File: src/rtl/deck_shuffler.sv
// 52-card deck with an in-place Fisher-Yates shuffle driven by a free-running 16-bit LFSR.
// The SWAP pass is compiled only when DECK_SHUFFLE_EN is defined; otherwise the deck deals in identity order.

package poker_types_pkg;
  typedef enum logic [1:0] {CLUBS, DIAMONDS, HEARTS, SPADES} suit_t;
  typedef enum logic [3:0] {
    TWO, THREE, FOUR, FIVE, SIX, SEVEN, EIGHT, NINE, TEN, JACK, QUEEN, KING, ACE
  } rank_t;
  typedef struct packed {
    suit_t suit;
    rank_t rank;
  } card_t;
endpackage

module deck_shuffler
  import poker_types_pkg::*;
#(
  parameter logic [15:0] LFSR_SEED = 16'hACE1
) (
  input  logic       clk,
  input  logic       reset,
  input  logic       start_shuffle,
  input  logic       draw_card,
  output card_t      top_card,
  output logic       is_shuffled,
  output logic [5:0] cards_remaining,
  output logic       empty
);

  typedef enum logic [1:0] {
    S_IDLE,
    S_INIT,
`ifdef DECK_SHUFFLE_EN
    S_SWAP,
`endif
    S_READY
  } state_t;

  state_t      state_q, state_d;
  logic [5:0]  deck_q [0:51];
  logic [5:0]  deck_d [0:51];
  logic [5:0]  ptr_q, ptr_d;
  logic [15:0] lfsr_q, lfsr_d;
  logic        load_identity;
  logic [5:0]  top_idx;
  logic [3:0]  rank_base;
  suit_t       top_suit;

`ifdef DECK_SHUFFLE_EN
  logic [5:0]  i_q, i_d;
  logic [5:0]  mask;
  logic [5:0]  m;
  logic [5:0]  j;
  logic        swap_en;

  // Smearing i gives the smallest all-ones mask >= i, i.e. 2^k - 1 with 2^k >= i+1.
  always_comb begin
    mask = i_q | (i_q >> 1) | (i_q >> 2) | (i_q >> 3) | (i_q >> 4) | (i_q >> 5);
    m    = lfsr_q[5:0] & mask;
    j    = (m > i_q) ? (m - i_q - 6'd1) : m;
  end
`endif

  always_comb begin
    lfsr_d = {lfsr_q[14:0], lfsr_q[15] ^ lfsr_q[13] ^ lfsr_q[12] ^ lfsr_q[10]};
  end

  always_comb begin
    state_d       = state_q;
    ptr_d         = ptr_q;
    load_identity = 1'b0;
`ifdef DECK_SHUFFLE_EN
    i_d           = i_q;
    swap_en       = 1'b0;
`endif
    case (state_q)
      S_IDLE: begin
        state_d = S_IDLE;
      end
      S_INIT: begin
        load_identity = 1'b1;
        ptr_d         = 6'd0;
`ifdef DECK_SHUFFLE_EN
        i_d           = 6'd51;
        state_d       = S_SWAP;
`else
        state_d       = S_READY;
`endif
      end
`ifdef DECK_SHUFFLE_EN
      S_SWAP: begin
        swap_en = 1'b1;
        i_d     = i_q - 6'd1;
        if (i_q == 6'd1) begin
          state_d = S_READY;
        end
      end
`endif
      S_READY: begin
        if (draw_card && (ptr_q < 6'd52)) begin
          ptr_d = ptr_q + 6'd1;
        end
      end
      default: begin
        state_d = S_IDLE;
      end
    endcase
    // A restart outranks everything else this cycle, including a pending draw.
    if (start_shuffle) begin
      state_d = S_INIT;
      ptr_d   = ptr_q;
    end
  end

  always_comb begin
    for (int n = 0; n < 52; n++) begin
      deck_d[n] = deck_q[n];
      if (load_identity) begin
        deck_d[n] = 6'(n);
      end
`ifdef DECK_SHUFFLE_EN
      else if (swap_en) begin
        if (i_q == 6'(n)) begin
          deck_d[n] = deck_q[j];
        end else if (j == 6'(n)) begin
          deck_d[n] = deck_q[i_q];
        end
      end
`endif
    end
  end

  always_ff @(posedge clk) begin
    if (reset) begin
      state_q <= S_IDLE;
      ptr_q   <= 6'd0;
      lfsr_q  <= LFSR_SEED;
      for (int n = 0; n < 52; n++) begin
        deck_q[n] <= 6'(n);
      end
    end else begin
      state_q <= state_d;
      ptr_q   <= ptr_d;
      lfsr_q  <= lfsr_d;
      for (int n = 0; n < 52; n++) begin
        deck_q[n] <= deck_d[n];
      end
    end
  end

`ifdef DECK_SHUFFLE_EN
  always_ff @(posedge clk) begin
    if (reset) begin
      i_q <= 6'd51;
    end else begin
      i_q <= i_d;
    end
  end
`endif

  // Rank is index minus the suit base; only the low nibble matters since the result is < 13.
  always_comb begin
    top_idx = (ptr_q == 6'd52) ? deck_q[51] : deck_q[ptr_q];
    if (top_idx >= 6'd39) begin
      top_suit  = SPADES;
      rank_base = 4'd7;
    end else if (top_idx >= 6'd26) begin
      top_suit  = HEARTS;
      rank_base = 4'd10;
    end else if (top_idx >= 6'd13) begin
      top_suit  = DIAMONDS;
      rank_base = 4'd13;
    end else begin
      top_suit  = CLUBS;
      rank_base = 4'd0;
    end
    top_card.suit = top_suit;
    top_card.rank = rank_t'(top_idx[3:0] - rank_base);
  end

  assign is_shuffled     = (state_q == S_READY);
  assign cards_remaining = 6'd52 - ptr_q;
  assign empty           = (ptr_q == 6'd52);

endmodule

File: config.mk
export PLATFORM = sky130hd
export DESIGN_NAME = deck_shuffler
export DESIGN_NICKNAME = d
export VERILOG_FILES = /design/src/rtl/deck_shuffler.sv
export SDC_FILE = /design/constraint.sdc
export NUM_CORES = 1
export LEC_CHECK = 0
export ABC_AREA = 1
export ABC_CLOCK_PERIOD_IN_PS = 3070
export CELL_PAD_IN_SITES_DETAIL_PLACEMENT = 1
export CELL_PAD_IN_SITES_GLOBAL_PLACEMENT = 2
export CORE_ASPECT_RATIO = 0.6
export CORE_MARGIN = 4
export CORE_UTILIZATION = 30
export CTS_BUF_LIST = sky130_fd_sc_hd__clkbuf_4 sky130_fd_sc_hd__clkbuf_8
export DETAILED_ROUTE_END_ITERATION = 8
export PLACE_DENSITY = 0.89
export SYNTH_ARGS = -nofsm -noshare
export SYNTH_HDL_FRONTEND = slang
export SYNTH_SLANG_ARGS = --single-unit
File: constraint.sdc
create_clock -name clk -period 3.07 [get_ports clk]
set_clock_uncertainty 0.15 [all_clocks]
set_input_delay 0.307 -clock clk [delete_from_list [all_inputs] [get_ports clk]]
set_output_delay 0.307 -clock clk [all_outputs]
set_load 0.02 [all_outputs]
==> results of run 1 <==
## per-stage QoR
stage                     cell area [um^2]  power, mW  setup TNS [ps]  instances  worst slack [ps]
after floorplan                        978      0.234               0        134               305
after global routing                  1520      0.477            -104        221             -58.4
final                                 1520      0.456               0        221              79.6
after global placement                1330      0.267           -3.92        210             -3.92
after CTS                             1400      0.448               0        214              30.8
after detailed placement              1330      0.270            -282        210              -169
## power by group
group | internal, mW | switching (mW)
registers | 0.187 | 0.00372
clock network | 0.114 | 0.0696
logic | 0.0387 | 0.0434
total | 0.339 | 0.117
## cells in the final DEF, fill, tap and decap left out, types with 2 or more instances in the layout
master           count
clkdlybuf4s50_1     13
o21ai_0              5
nand3_2              3
a21oi_1              6
inv_2                7
nor2_1              10
inv_1               22
ha_1                 5
dfxtp_2              2
clkbuf_8             4
nor3_2               2
buf_4               25
xor2_1               5
nor2_4               4
nand3_1              6
ha_4                 2
nand2_4              4
nand4_1              2
nand2_2             10
dfxtp_1             12
nand2_1             11
nor2_2               5
## area by class of cell
type | instances | area [um^2] | area share
clock buffers | 4 | 55.1 | 0.0362
well taps | 42 | 52.6 | 0.0346
repair buffers | 42 | 355 | 0.234
flip-flops and latches | 14 | 283 | 0.186
multi-input cells | 90 | 666 | 0.438
inverters | 29 | 109 | 0.0716
## what timing repair did
action,in CTS,in global routing
buffers inserted,0,7
endpoints found under the setup margin,4,4
gates resized for setup,13,23
pin swaps,1,14
endpoints found under the hold margin,0,0
## worst max-delay path by stage
stage	end	slack (ps)	cells after the start
2_1_floorplan	top_card[3]	300	20
6_report	top_card[3]	80	18
3_5_place_dp	top_card[3]	-170	20
5_1_grt	top_card[3]	-60	19
4_1_cts	top_card[0]	30	13
3_3_place_gp	top_card[3]	-4	20
## worst max-delay path, delay by kind of cell (launching register included)
kind / cells / cell delay [ps]
DFF: 1 / 330
buffers and inverters: 5 / 530
adders and majority gates: 2 / 350
and+or+nand+nor: 11 / 1080
## cells by family after synthesis
family,Yosys count,share of synthesized area
buffers and inverters,30,0.119
adder cells (fa/ha/maj),7,0.0895
AO/OA/AOI/OAI,16,0.0908
XOR/XNOR,6,0.0537
AND/OR/NAND/NOR,61,0.361
flip-flops,14,0.286
## per-layer routing
metal	up-vias	routed length, um	GRT usage
met2	31	1690	0.252
met1	489	1480	0.194
met4	0	39	0.0331
met5	-	0	0
li1	510	-	-
met3	4	200	0.0430
==> flow_summary.yaml, run 1 <==
final_layout:
  area_delta_synth_final_pct: 55.4
  final_util: 0.509
  n_fill_cell: 367
  antenna_cells: 0
  drive_above_1_share: 0.413
  final_nets: 191
yosys:
  netlist_top_cells_count: "inv_1, dfxtp_1, nand2_1, nor2_1"
  avgSynthCellArea_um2: 7.30
  yosys.area.top_type_share: 0.286
  seq_area_frac_synth: 0.286
  synth.most_common_cell: "inv_1"
  syn_area_um2: 978
  synth_edf_count: 0
  synth_warnings: 0
  synth_cell_types: 27
  synthCells: 134
  ys_seq_elements: 14
  synth_area_leader_cell: "dfxtp_1"
  synth_ff_type: "dfxtp_1"
  synth.area.top_cells: "dfxtp_1, inv_1, ha_1"
  synth-async-reset-ratio: 0
  syn_nets: 145
clock_tree:
  cts_buffers: 3
  cts_root_buffer: "clkbuf_8"
  path_clk_slew_ps: 60
  cts_sinks: 14
  cts_max_path_buffers: 2
  postCtsHoldBufs: 0
  htree_levels: 1
  cts_tree: "built"
  clk_latency_ps: 250
setup_path:
  required_ps: 2610
  critPathKind: "reg2out"
  critPathCaptureType: "output pin"
  worstReg2RegStart: "ptr_q[3]"
  cp_slowest_cell: "dfxtp_2"
  startpoint_type: "register"
  reg2reg_depth: 8
  crit_chain: "inv_2 -> ha_4 -> buf_4 -> nand3_4 -> nor2_4 -> nor3_2 -> nand2_2 -> nand3_2 -> nand2_2 -> buf_4 -> ha_1 -> nor2_2 -> inv_1 -> nor2_2 -> nor2_2 -> nand2_1 -> nand2_1 -> buf_6"
  path_max_fanout: 4
  cp_common_cell: "nor2_2"
  arrival_ps: 2530
  worst_path_largest_cell_delay_ps: 330
  reg2reg_slack_ps: 1160
  critPathLaunch: "ptr_q[1]"
grt:
  grt_max_degree: 9
  gr-usage-all-layers: 0.151
  grt_pass1_wl_mm: 4.77
  grt_pass1_vias: 1003
  gr-total-overflow: 0
  grt_antenna_before_repair: 0
drt:
  antenna_left: 0
  drt_iter0_drc: 55
  drt_wl_total_mm: 3.41
  wl_per_cell_um: 15.4
  dr.pass1.iters: 4
  drc: 0
  avgViaCountPerCell: 4.68
  vias: 1034
timing:
  timing.slew.headroom: 0.695
  hold_slack_ps: 387
  drv_slew: 0
  finalSetupViolations: 0
  hold_viol: 0
  max_freq_mhz: 334
  finalCriticalPeriod_ps: 2990
  period_share: 0.974
  tightest_slew_ps: 458
placement:
  portBuffers: 17
  gp_congestion: 0.783
  hpwlAfterDp_mm: 2.30
flow_run:
  max_cap_viol_count: 0
floorplan:
  die-area_mm2: 0.00427
  fp.dieW_um: 81.7
  ioPinCount: 18
  fp-row-count: 15
  core-area_mm2: 0.00298
  start_util: 0.328
  fp.dieH_um: 52.2
min_path:
  hold_path_depth: 2
  hp-class: "reg2reg"
  min_to: "state_q[0]"
  worstHoldStart: "state_q[0]"
pwr:
  ir_worst_vdd_mv: 0.257
  p_leak_nw: 0.744
  power.density_mw_per_mm2: 300
outcome:
  status: "complete, no violations"
Power figures use the tool's default switching activity.
==> run 2, diff against run 1 <==
--- a/config.mk
+++ b/config.mk
@@ -7,6 +7,7 @@
 export LEC_CHECK = 0
 export ABC_AREA = 1
 export ABC_CLOCK_PERIOD_IN_PS = 3070
+export CAP_MARGIN = 40
 export CELL_PAD_IN_SITES_DETAIL_PLACEMENT = 1
 export CELL_PAD_IN_SITES_GLOBAL_PLACEMENT = 2
 export CORE_ASPECT_RATIO = 0.6
==> results of run 2 <==
The final DEF is identical to that of run 1; final timing and power are the same.
==> run 3, diff against run 2 <==
--- a/config.mk
+++ b/config.mk
@@ -15,7 +15,7 @@
 export CORE_UTILIZATION = 30
 export CTS_BUF_LIST = sky130_fd_sc_hd__clkbuf_4 sky130_fd_sc_hd__clkbuf_8
 export DETAILED_ROUTE_END_ITERATION = 8
-export PLACE_DENSITY = 0.89
+export PLACE_DENSITY = 0.92
 export SYNTH_ARGS = -nofsm -noshare
 export SYNTH_HDL_FRONTEND = slang
 export SYNTH_SLANG_ARGS = --single-unit
==> run 3 against run 2 <==
Compared with the run above:
- hold slack lost 12 ps
- routed wire length shrank 11%
- critical endpoint unchanged
- combinational power shrank 5.8%
- highest routed layer is now met3
==> flow_summary.yaml, run 3 (synthesis gave the netlist of run 1 again) <==
final_layout:
  final_common_cell: "inv_1"
  drive_above_1_share: 0.379
  multi_input_area_um2: 664
  n_fill_cell: 365
  design_area_mm2: 0.00148
  final_util: 0.495
  area_delta_synth_final_pct: 51.0
  register_area_um2: 282
  final_cell_mix: "inv_1, buf_4, clkdlybuf4s50_1"
  final_nets: 187
  antenna_cells: 0
pwr:
  clockPowerShare: 0.352
  power.density_mw_per_mm2: 280
  p_int_mw: 0.310
  p_seq_frac: 0.461
  combPwrFrac: 0.187
  power_switching_mw: 0.104
  swShare: 0.252
  ir_worst_vdd_mv: 0.151
  p_leak_nw: 0.709
timing:
  tightest_slew_ps: 483
  finalSetupViolations: 0
  timing.slew.headroom: 0.677
  finalCriticalPeriod_ps: 2920
  drv_slew: 0
  period_share: 0.951
  max_freq_mhz: 342
  hold_viol: 0
placement:
  portBuffers: 17
  dpl_cell_area_mm2: 0.00133
  gp_congestion: 0.839
  hpwlAfterDp_mm: 2.32
setup_path:
  cp_common_cell: "inv_1"
  required_ps: 2610
  crit_family: "simple AND/OR/NAND/NOR gates"
  critPathKind: "reg2out"
  cp_slowest_cell: "dfxtp_1"
  arrival_ps: 2460
  critPathCaptureType: "output pin"
  crit_chain: "inv_2 -> ha_4 -> nand2_1 -> inv_1 -> nand2_4 -> buf_4 -> nand2_4 -> nor2_4 -> nand3_2 -> nand2_2 -> inv_1 -> ha_4 -> inv_1 -> nor2_2 -> inv_1 -> nor2_2 -> nor2_2 -> nand2_1 -> nand2_1 -> buf_4"
  startpoint_type: "register"
  path_max_fanout: 5
  worst_path_largest_cell_delay_ps: 340
  critPathBufInv: 7
floorplan:
  die-area_mm2: 0.00427
  start_util: 0.328
  fp.dieH_um: 52.2
  core-area_mm2: 0.00298
  fp.dieW_um: 81.7
  ioPinCount: 18
  fp-row-count: 15
grt:
  gr-total-overflow: 0
  grt_pass1_vias: 1044
  grt_max_degree: 8
  grt_pass1_wl_mm: 5.11
  gr-usage-all-layers: 0.161
  grt-busiest-layer: "met2"
  grt_use_met1: 0.218
  grt_antenna_before_repair: 0
  use_met2: 0.257
  grt_use_met3: 0.0464
min_path:
  hp-class: "reg2reg"
drt:
  drt_wl_total_mm: 3.02
  dr.pass1.iters: 4
  vias: 971
  wl_per_cell_um: 14.0
  avgViaCountPerCell: 4.50
  antenna_left: 0
  drc: 0
  drt_iter0_drc: 38
outcome:
  status: "complete, no violations"
clock_tree:
  cts_tree: "built"
  htree_levels: 1
  cts_max_path_buffers: 2
  clk_latency_ps: 240
  postCtsHoldBufs: 0
  cts_buffers: 3
  cts_sinks: 14
  path_clk_slew_ps: 50
  cts_root_buffer: "clkbuf_8"
flow_run:
  max_cap_viol_count: 0
[run 3: worst min-delay path, stage by stage (launching register included)]
cell and delay [ps]:
dfxtp_1 310, inv_1 70, a2111oi_0 90
[run 3: stage by stage]
step	worst slack [ps]	total power, mW	hold WS, ps	setup TNS, ps	instances
after global placement	-20.9	0.265	339	-20.9	210
after detailed placement	-126	0.268	380	-209	210
after global routing	-74.6	0.434	403	-82.8	216
after floorplan	305	0.234	229	0	134
final	150	0.414	375	0	216
after CTS	-21.7	0.410	389	-35.9	214
[run 3: final timing paths]
kind / start / endpoint / slack (ps) / depth (start not counted)
setup / recovery: ptr_q[0] / top_card[3] / 150 / 20
hold / removal: state_q[1] / state_q[1] / 380 / 2
setup reg to reg: state_q[0] / ptr_q[2] / 1150 / 6
hold reg to reg: state_q[1] / state_q[1] / 380 / 2
[run 3: final cells by class]
| cell class | count | area share |
|---|---|---|
| Multi-Input combinational cell | 90 | 0.450 |
| Timing Repair Buffer | 38 | 0.223 |
| Sequential cell | 14 | 0.191 |
| Inverter | 29 | 0.0737 |
| Tap cell | 42 | 0.0356 |
| Clock buffer | 3 | 0.0279 |
[run 3: power groups by stage]
stage	sequential, mW	clock (mW)	combinational (mW)
after detailed placement	0.194	0	0.0742
after global routing	0.191	0.157	0.0858
after floorplan	0.194	0	0.0404
after CTS	0.190	0.146	0.0734
after global placement	0.194	0	0.0710
final	0.191	0.146	0.0773
[run 3: per-layer routing]
layer  vias up  routed length [um]
li1        500                   -
met1       458                1490
met2        13                1420
met3         0                  99
met4         0                   0
met5         -                   0
[run 3: timing repair]
| item | CTS | global route |
|---|---|---|
| pin swaps | 1 | 10 |
| buffers inserted | 1 | 2 |
| cloned | 0 | 0 |
| resized for setup | 9 | 24 |
| endpoints found under the setup margin | 4 | 4 |
